===== src/rtl/fetch_unit.sv =====
// Instruction-fetch stage: owns the PC, fetches over a req/ack handshake, holds the
// instruction for decode/execute and computes the next PC when execute commits.
module fetch_unit #(
  parameter logic [31:0] RESET_PC       = 32'h0000_0000,
  parameter int          TIMEOUT_CYCLES = 16
) (
  input  logic        clk,
  input  logic        reset,
  output logic        imem_req,
  output logic [31:0] imem_addr,
  input  logic        imem_ack,
  input  logic [31:0] imem_rdata,
  output logic [31:0] instr,
  output logic [5:0]  opcode,
  output logic        instr_valid,
  input  logic        commit,
  input  logic        branch,
  input  logic        jump,
  input  logic        zero,
  output logic [31:0] pc,
  output logic [31:0] pc_plus4,
  output logic        fault
);

  localparam logic [1:0] S_IDLE  = 2'd0;
  localparam logic [1:0] S_FETCH = 2'd1;
  localparam logic [1:0] S_EXEC  = 2'd2;
  localparam logic [1:0] S_FAULT = 2'd3;

  localparam int               CNT_W    = $clog2(TIMEOUT_CYCLES + 1);
  localparam logic [CNT_W-1:0] CNT_LAST = CNT_W'(TIMEOUT_CYCLES - 1);

  logic [1:0]        state;
  logic [CNT_W-1:0]  wait_cnt;
  logic [31:0]       next_pc;
  logic signed [31:0] br_off;
  logic              br_taken;

  // Next-PC selection; jump outranks branch, bne is distinguished by opcode bit 0.
  always_comb begin
    pc_plus4 = pc + 32'd4;
    br_off   = $signed({{14{instr[15]}}, instr[15:0], 2'b00});
    br_taken = instr[26] ? ~zero : zero;
    next_pc  = pc_plus4;
    if (jump)
      next_pc = {pc_plus4[31:28], instr[25:0], 2'b00};
    else if (branch && br_taken)
      next_pc = pc_plus4 + $unsigned(br_off);
  end

  always_ff @(posedge clk or posedge reset) begin
    if (reset) begin
      state    <= S_IDLE;
      pc       <= RESET_PC;
      instr    <= 32'd0;
      wait_cnt <= '0;
    end else begin
      case (state)
        S_IDLE: begin
          state    <= S_FETCH;
          wait_cnt <= '0;
        end
        S_FETCH: begin
          if (imem_ack) begin
            instr <= imem_rdata;
            state <= S_EXEC;
          end else if (wait_cnt == CNT_LAST) begin
            state <= S_FAULT;
          end else begin
            wait_cnt <= wait_cnt + CNT_W'(1);
          end
        end
        S_EXEC: begin
          if (commit) begin
            pc       <= next_pc;
            state    <= S_FETCH;
            wait_cnt <= '0;
          end
        end
        S_FAULT: state <= S_FAULT;
        default: state <= S_IDLE;
      endcase
    end
  end

  // Status outputs decode straight from state so reset clears them without waiting a clock.
  assign imem_req    = (state == S_FETCH);
  assign instr_valid = (state == S_EXEC);
  assign fault       = (state == S_FAULT);
  assign imem_addr   = pc;
  assign opcode      = instr[31:26];

endmodule


===== config.mk =====
export PLATFORM = sky130hd
export DESIGN_NAME = fetch_unit
export DESIGN_NICKNAME = d
export VERILOG_FILES = /design/src/rtl/fetch_unit.sv
export SDC_FILE = /design/constraint.sdc
export NUM_CORES = 1
export LEC_CHECK = 0
export BUFFER_PORTS_ARGS = -buffer_cell sky130_fd_sc_hd__buf_4
export CAP_MARGIN = 10
export CORE_ASPECT_RATIO = 1.1
export CORE_MARGIN = 2
export CORE_UTILIZATION = 57
export CTS_CLUSTER_SIZE = 16
export DETAILED_ROUTE_END_ITERATION = 10
export PLACE_DENSITY = 0.87
export SLEW_MARGIN = 30
export SYNTH_ARGS = -nofsm -noshare
export SYNTH_HDL_FRONTEND = slang
export SYNTH_SLANG_ARGS = --single-unit

===== constraint.sdc =====
create_clock -name clk -period 6.07 [get_ports clk]
set_input_delay 1.214 -clock clk [delete_from_list [all_inputs] [get_ports clk]]
set_output_delay 1.214 -clock clk [all_outputs]
set_load 0.03 [all_outputs]

==> reports/results.ini, run 1 <==
[timing]
slew_viol_final = 0
fmax_ghz = 0.220
setup_viol = 0
fin_setup_tns_ns = 0
fin_ws_ns = 1.53
slew_headroom = 0.412
skew_ns = 0.00990
final.min_clock_period_ns = 4.54
finalCritPeriodShare = 0.749
tightest_slew_ns = 0.879
hold_viol_final = 0
hold-worst-slack_ns = 0.483
rsz0062_at_grt = false

[global_route]
grt_pass1_wl_um = 26800
antenna_found_initial = 0
overflow = 0
grt_max_degree = 70
grt_use_total = 0.312
grt_pass1_vias = 5340

[clocking]
htree_levels = 3
cts_hold_buf = 0
cts_setup_buffers = 0
postCtsResizedCells = 0
cts_sinks = 69
clkLatencyLatePin_ns = 0.36
numCtsBuffers = 9
cts_buffer_depth = 2
cts-root-buf = clkbuf_8
tritoncts = yes
path_clk_slew_ns = 0.08

[cells_and_area]
postLayoutCoreUtil = 0.708
design_area_um2 = 6900
syn2layout_area_growth_pct = 22.6
finalNetCount = 862
n_antenna_cell = 0
drive_gt1_frac = 0.298

[power]
p_comb_frac = 0.687
irDropWorstVdd_v = 0.000373
power.switching_uw = 2310
switching_share = 0.544
p_int_uw = 1940
seqPwrFrac = 0.227
powerDensity_nw_per_um2 = 616
leakage_uw = 0.00333
pwr-share-clk = 0.086

[floorplan]
start_util = 0.578
die_w_um = 98.8
die_area_um2 = 10700
core_um2 = 9750
row_count = 38
die_height_um = 108
io_pins = 176

[setup_path]
regToRegStartpoint = imem_addr[2]
slowest_delay_ns = 0.55
crit_start = imem_addr[2]
crit_top_cell = nor4_1
ff2ff_path_depth = 16
startpoint_type = flop
end_kind = output port
reg2reg_slack_ns = 1.56
critPathSlowestCell = nor4_1
crit_chain = ha_1 > nand2_1 > or2_1 > nor4_1 > nand4_1 > nor4_1 > xor2_1 > buf_4
critical_path_class = flop to output port
required_ns = 4.86
cp_max_fo = 6
reg2reg_to = imem_addr[31]
worstPathArrival_ns = 3.33
crit_end = pc_plus4[30]

[placement]
dp_hpwl_um = 12400
place.gp.congestion = 0.916
io_buffers = 169
placed_cell_area_um2 = 6710
place_ws_ns = 1.67

[logic_synthesis]
synth-simple-area-share = 0.184
synth.cell_area_um2 = 5630
yosys_warnings = 0
synth_adder_area_share = 0.0880
syn_inst = 658
ys.flop_type = dfrtp_1
synth_seq_area_share = 0.307
ys_types = 60
synth_area_leader_cell = dfrtp_1
synth_mux_area_frac = 0.0711
synth_compound_area_frac = 0.192
ys_ff_latch = 69
synth_area_leaders = dfrtp_1 (31%), ha_1 (8.4%), mux2_2 (6.4%), buf_4 (5.6%), nand2_1 (5.3%)
async_flop_share = 1.00
synth_top_area_frac = 0.307
synthXorXnorAreaFrac = 0.0747
synth_top_family_by_area = compound AO/OA/AOI/OAI gates
synth-edff-count = 0
syn_avg_cell_area_um2 = 8.56

[detailed_routing]
drtAntennaViolNets = 0
first_iter_violations = 358
drc = 0
post_drt_wl_per_cell_um = 18.6
drtPass1Iterations = 5
viasPerCell = 6.06
vias = 5508
drt-total-wl_um = 16900

[outcome]
status = finished, final reports clean

[flow_run]
drv_cap = 0

[hold_path]
min_path_type = flop to flop

[metal layers]
metal  wire (µm)  track usage
met1        6730        0.372
met5           0            0
met3        1010       0.0498
met4         580        0.142
met2        8620        0.551
[cell usage after synthesis, drive strengths merged (2+ instances only)]
cell type	number
nor3	16
o31ai	4
a221o	3
a21oi	34
o31a	2
and2	5
o22ai	2
nand2	81
nand2b	2
and3	3
buf	47
nand4	13
a21o	13
xor2	19
dfrtp	69
a31oi	7
nor4	5
o21ai	57
inv	17
clkbuf	18
o211a	2
o221ai	3
nor4b	2
a211oi	8
or2	2
o21bai	4
o41ai	3
o211ai	13
nand3	22
mux2i	4
a22oi	2
ha	38
o21a	4
mux2	32
xnor2	29
nor2	43
or3	11
a21boi	4
[worst max-delay path, delay by kind of cell (launching register included)]
family | cells | cell delay (ns)
simple gates | 5 | 1.82
flops | 1 | 0.45
fa+ha+maj | 1 | 0.25
xor+xnor | 1 | 0.25
buf+inv | 1 | 0.20
[registers in the layout (all words and copies together), names as in the netlist]
name / flops
wait_cnt: 5
imem_addr: 30
instr: 32
state: 2
[cells by family (layout without fill, tap and decap cells)]
group                      Yosys count  count (layout)
AOI/OAI and AO/OA                  172             172
xor gates and xnor gates            48              48
adders and majority gates           39              39
buffers and inverters               82             208
DFF                                 69              69
muxes                               36              36
other                                1               6
and+or+nand+nor                    211             211
[worst min path at each step]
stage	startpoint	to	slack, ns	cells past startpoint
6_report	wait_cnt[4]	wait_cnt[4]	0.48	2
3_3_place_gp	wait_cnt[4]	wait_cnt[4]	0.46	2
5_1_grt	wait_cnt[4]	wait_cnt[4]	0.54	2
2_1_floorplan	wait_cnt[4]	wait_cnt[4]	0.45	2
3_5_place_dp	wait_cnt[4]	wait_cnt[4]	0.47	2
4_1_cts	wait_cnt[4]	wait_cnt[4]	0.48	2
[placed cells by master, fill, tap and decap left out, types with 8 or more instances in the layout]
cell / netlist / final
buf_4: 42 / 174
nand2_1: 80 / 80
dfrtp_1: 69 / 68
o21ai_0: 56 / 56
nor2_1: 43 / 43
ha_1: 38 / 38
a21oi_1: 34 / 34
mux2_2: 32 / 32
xnor2_1: 29 / 29
nand3_1: 22 / 22
xor2_1: 19 / 19
inv_1: 17 / 16
nor3_1: 15 / 15
a21o_1: 13 / 13
o211ai_1: 13 / 13
nand4_1: 11 / 11
or3_1: 11 / 11
clkbuf_8: 0 / 11
a211oi_1: 8 / 8
[power by group through the flow]
stage                     combinational, µW  sequential (µW)  clock, µW
after floorplan                        1760             1230          0
after global placement                 2830              947          0
after detailed placement               2880              962          0
after CTS                              2900              955        371
after global routing                   3120              992        387
final                                  2920              964        368
[cell type report]
class	count	area, µm²
multi-input cells	512	3460
fillers	767	2840
flip-flops and latches	69	1730
repair buffers	175	1320
clock buffers	11	151
well taps	120	150
inverters	17	63.8
clock inverters	5	33.8
[per-stage QoR]
step	total power, µW	cells
2_1_floorplan	2990	663
3_3_place_gp	3780	893
3_5_place_dp	3840	893
4_1_cts	4230	909
5_1_grt	4500	909
6_report	4250	909
No activity file was read; power rests on OpenSTA's default activity.
==> run 2, diff against run 1 <==
--- a/config.mk
+++ b/config.mk
@@ -5,14 +5,15 @@
 export SDC_FILE = /design/constraint.sdc
 export NUM_CORES = 1
 export LEC_CHECK = 0
+export ABC_AREA = 1
 export BUFFER_PORTS_ARGS = -buffer_cell sky130_fd_sc_hd__buf_4
 export CAP_MARGIN = 10
 export CORE_ASPECT_RATIO = 1.1
 export CORE_MARGIN = 2
-export CORE_UTILIZATION = 57
+export CORE_UTILIZATION = 49
 export CTS_CLUSTER_SIZE = 16
 export DETAILED_ROUTE_END_ITERATION = 10
-export PLACE_DENSITY = 0.87
+export PLACE_DENSITY = 0.77
 export SLEW_MARGIN = 30
 export SYNTH_ARGS = -nofsm -noshare
 export SYNTH_HDL_FRONTEND = slang
==> constraint.sdc (replaced) <==
create_clock -name clk -period 3.7 [get_ports clk]
set_input_delay 0.74 -clock clk [delete_from_list [all_inputs] [get_ports clk]]
set_output_delay 0.74 -clock clk [all_outputs]
set_load 0.03 [all_outputs]
==> run 2 against run 1 <==
Net effect:
- global-route usage is 1.0 points lower
- largest power group is now the clock network
- clock skew decreased by 0.0028 ns
- non-clock buffer count increased by 4
==> reports/results.ini, run 2 <==
[placement]
placed_cell_area_um2 = 7920  ; +18%
io_buffers = 169  ; unchanged
place_ws_ns = 0.470  ; -1.20 ns
dp_hpwl_um = 17400  ; +40%
place.gp.congestion = 1.01  ; +9.7%

[clocking]
tritoncts = yes
cts-root-buf = clkbuf_16
numCtsBuffers = 9  ; unchanged
path_clk_slew_ns = 0.06  ; -0.02 ns
htree_levels = 3  ; unchanged
cts_buffer_depth = 2  ; unchanged
cts_sinks = 69  ; unchanged
clkLatencyLatePin_ns = 0.34  ; -0.02 ns

[detailed_routing]
vias = 7286  ; +32%
drtAntennaViolNets = 0  ; unchanged
drt-total-wl_um = 21800  ; +29%
drc = 0  ; unchanged
drtPass1Iterations = 7  ; +2
first_iter_violations = 734  ; +110%
post_drt_wl_per_cell_um = 15.7  ; -16%
viasPerCell = 5.25  ; -13%

[outcome]
status = finished, final reports clean

[timing]
rsz0062_at_grt = false
fmax_ghz = 0.298
slew_viol_final = 0  ; unchanged
final.min_clock_period_ns = 3.36
tightest_slew_ns = 0.925  ; +0.0463 ns
setup_viol = 0  ; unchanged
slew_headroom = 0.383  ; -0.0294
fin_setup_tns_ns = 0  ; unchanged
skew_ns = 0.00714  ; -0.00277 ns
fin_ws_ns = 0.342  ; -1.18 ns
finalCritPeriodShare = 0.908
hold_viol_final = 0  ; unchanged

[logic_synthesis]
syn_avg_cell_area_um2 = 6.30  ; -26%
synth_area_leaders = dfrtp_1 (26%), nand2_1 (20%), inv_1 (8.9%), ha_1 (7.1%), nand3_1 (5.7%)
yosys_warnings = 0  ; unchanged
async_flop_share = 1.00  ; unchanged
synth_seq_area_share = 0.257  ; -0.0496
syn_inst = 1066  ; +62%
ys_ff_latch = 69  ; unchanged
synth.cell_area_um2 = 6720  ; +19%
ys_types = 36  ; -40%
synth-edff-count = 0  ; unchanged
synth_area_leader_cell = dfrtp_1
ys.flop_type = dfrtp_1
synth_most_common_cell = nand2_1
ys_top_cells_by_count = nand2_1 (364), inv_1 (159), nor2_1 (94)
synth_top_area_frac = 0.257  ; -0.0496

[global_route]
met3_usage = 0.0554  ; +0.00565
grt-busiest-layer = met2
grt_pass1_vias = 6768  ; +27%
antenna_found_initial = 0  ; unchanged
overflow = 0  ; unchanged
grt_use_total = 0.301  ; -0.0103
grtUsageMet2 = 0.473  ; -0.0778
grt_max_degree = 51  ; -27%
grt_pass1_wl_um = 34600  ; +29%
grt.met1_usage = 0.408  ; +0.0360

[cells_and_area]
syn2layout_area_growth_pct = 22.5  ; about the same
finalNetCount = 1277  ; +48%
mostFrequentLayoutCells = nand2_1 (364), buf_4 (179), inv_1 (157), nor2_1 (93), nand3_1 (77)
design_area_um2 = 8230  ; +19%
drive_gt1_frac = 0.209  ; -0.0892
n_antenna_cell = 0  ; unchanged
fillers = 1299  ; +69%
final_common_cell = nand2_1
largest_reg_flops = 32  ; unchanged
regMostFlops = instr

[power]
power.switching_uw = 391  ; -83%
p_int_uw = 1350  ; -31%
seqPwrFrac = 0.435  ; +0.208
switching_share = 0.225  ; -0.319
p_comb_frac = 0.061  ; -0.626
powerDensity_nw_per_um2 = 211  ; -66%
pwr-share-clk = 0.504  ; +0.418
leakage_uw = 0.00476  ; +43%
irDropWorstVdd_v = 0.000248  ; -34%

[floorplan]
row_count = 44  ; +16%
start_util = 0.504  ; -0.0736
die_area_um2 = 14700  ; +37%
die_w_um = 116  ; +17%
core_um2 = 13300  ; +37%
io_pins = 176  ; unchanged
die_height_um = 127  ; +17%

[setup_path]
startpoint_type = flop
end_kind = flop
cp_max_fo = 5  ; -1
critical_path_class = flop to flop
worstPathArrival_ns = 3.62  ; +0.29 ns
required_ns = 3.96  ; -0.90 ns

[flow_run]
drv_cap = 0  ; unchanged

[hold_path]
min_path_type = flop to flop

==> run 2: changes by cell type after synthesis, sizes merged, moves of 22 or more <==
cell   previous run  this run
xnor2            29         1
nand3            22        77
inv              17       161
nand2            81       367
o21ai            57        35
nor2             43       101
==> run 2: power groups by stage <==
stage / clock network, µW / registers (µW) / logic [µW]
after floorplan: 0 / 768 / 58.5
after global routing: 916 / 754 / 117
after detailed placement: 0 / 768 / 106
after global placement: 0 / 768 / 105
final: 875 / 755 / 106
after CTS: 885 / 755 / 106
==> run 2: metrics by stage <==
| step | cells | utilization | hold WS (ns) | total power [µW] |
|---|---|---|---|---|
| 6_report | 1387 | 0.618 | 0.533 | 1740 |
| 5_1_grt | 1387 | 0.618 | 0.550 | 1790 |
| 4_1_cts | 1387 | 0.617 | 0.536 | 1750 |
| 3_5_place_dp | 1372 | 0.594 | 0.522 | 874 |
| 3_3_place_gp | 1372 | 0.594 | 0.508 | 873 |
| 2_1_floorplan | 1071 | - | 0.478 | 827 |
==> run 2: worst max-delay path, stage by stage (launching register included) <==
cell	delay, ns
dfrtp_1	0.42
ha_1	0.20
nand2_1	0.07
nor2_1	0.17
inv_1	0.13
nor3_4	0.29
xor2_1	0.37
ha_1	0.27
nand2_1	0.13
nor2_1	0.29
inv_1	0.11
nor2_1	0.16
nand3b_1	0.14
nand3_1	0.11
nand2_1	0.06
nand3_1	0.17
nand2_1	0.08
a21boi_1	0.12
==> run 2: path summary, 6_finish.rpt <==
path,depth (start not counted),startpoint,end,slack (ns)
min in group asynchronous,2,reset,instr[25],0.56
worst max-delay path,17,imem_addr[3],imem_addr[22],0.34
worst max register to register,17,imem_addr[3],imem_addr[22],0.34
worst min-delay path,1,instr[24],instr[24],0.53
worst min register to register,1,instr[24],instr[24],0.53
max in group asynchronous,3,reset,imem_addr[14],2.38
==> run 2: layer usage <==
| layer | share of wire | up-vias |
|---|---|---|
| met5 | 0 | - |
| met4 | 0.039 | 0 |
| met3 | 0.090 | 58 |
| met2 | 0.46 | 383 |
| met1 | 0.41 | 3285 |
| li1 | - | 3560 |
==> run 2: repair_timing <==
| item | in CTS | in global routing |
|---|---|---|
| setup endpoints to repair | 0 | 1 |
| buffers inserted | 0 | 0 |
| hold buffers | 0 | 0 |
| resized for setup | 0 | 2 |
| endpoints found under the hold margin | 0 | 0 |
==> run 2: logic make-up after synthesis <==
group	count (synthesis)	synth area share
compound gates	102	0.0827
xor+xnor	18	0.0235
fa+ha+maj	39	0.0738
buf+inv	223	0.149
flops	69	0.257
mux	31	0.0520
other cells	1	0.000558
simple gates	583	0.362
==> run 2: final cells by class <==
type,count,area (µm²),area share
inverter,161,604,0.0734
sequential,69,1730,0.210
clock inverter,4,47.5,0.00578
tap,184,230,0.0280
multi-input combinational,779,4030,0.489
clock buffer,11,253,0.0307
timing repair buffer,179,1340,0.163
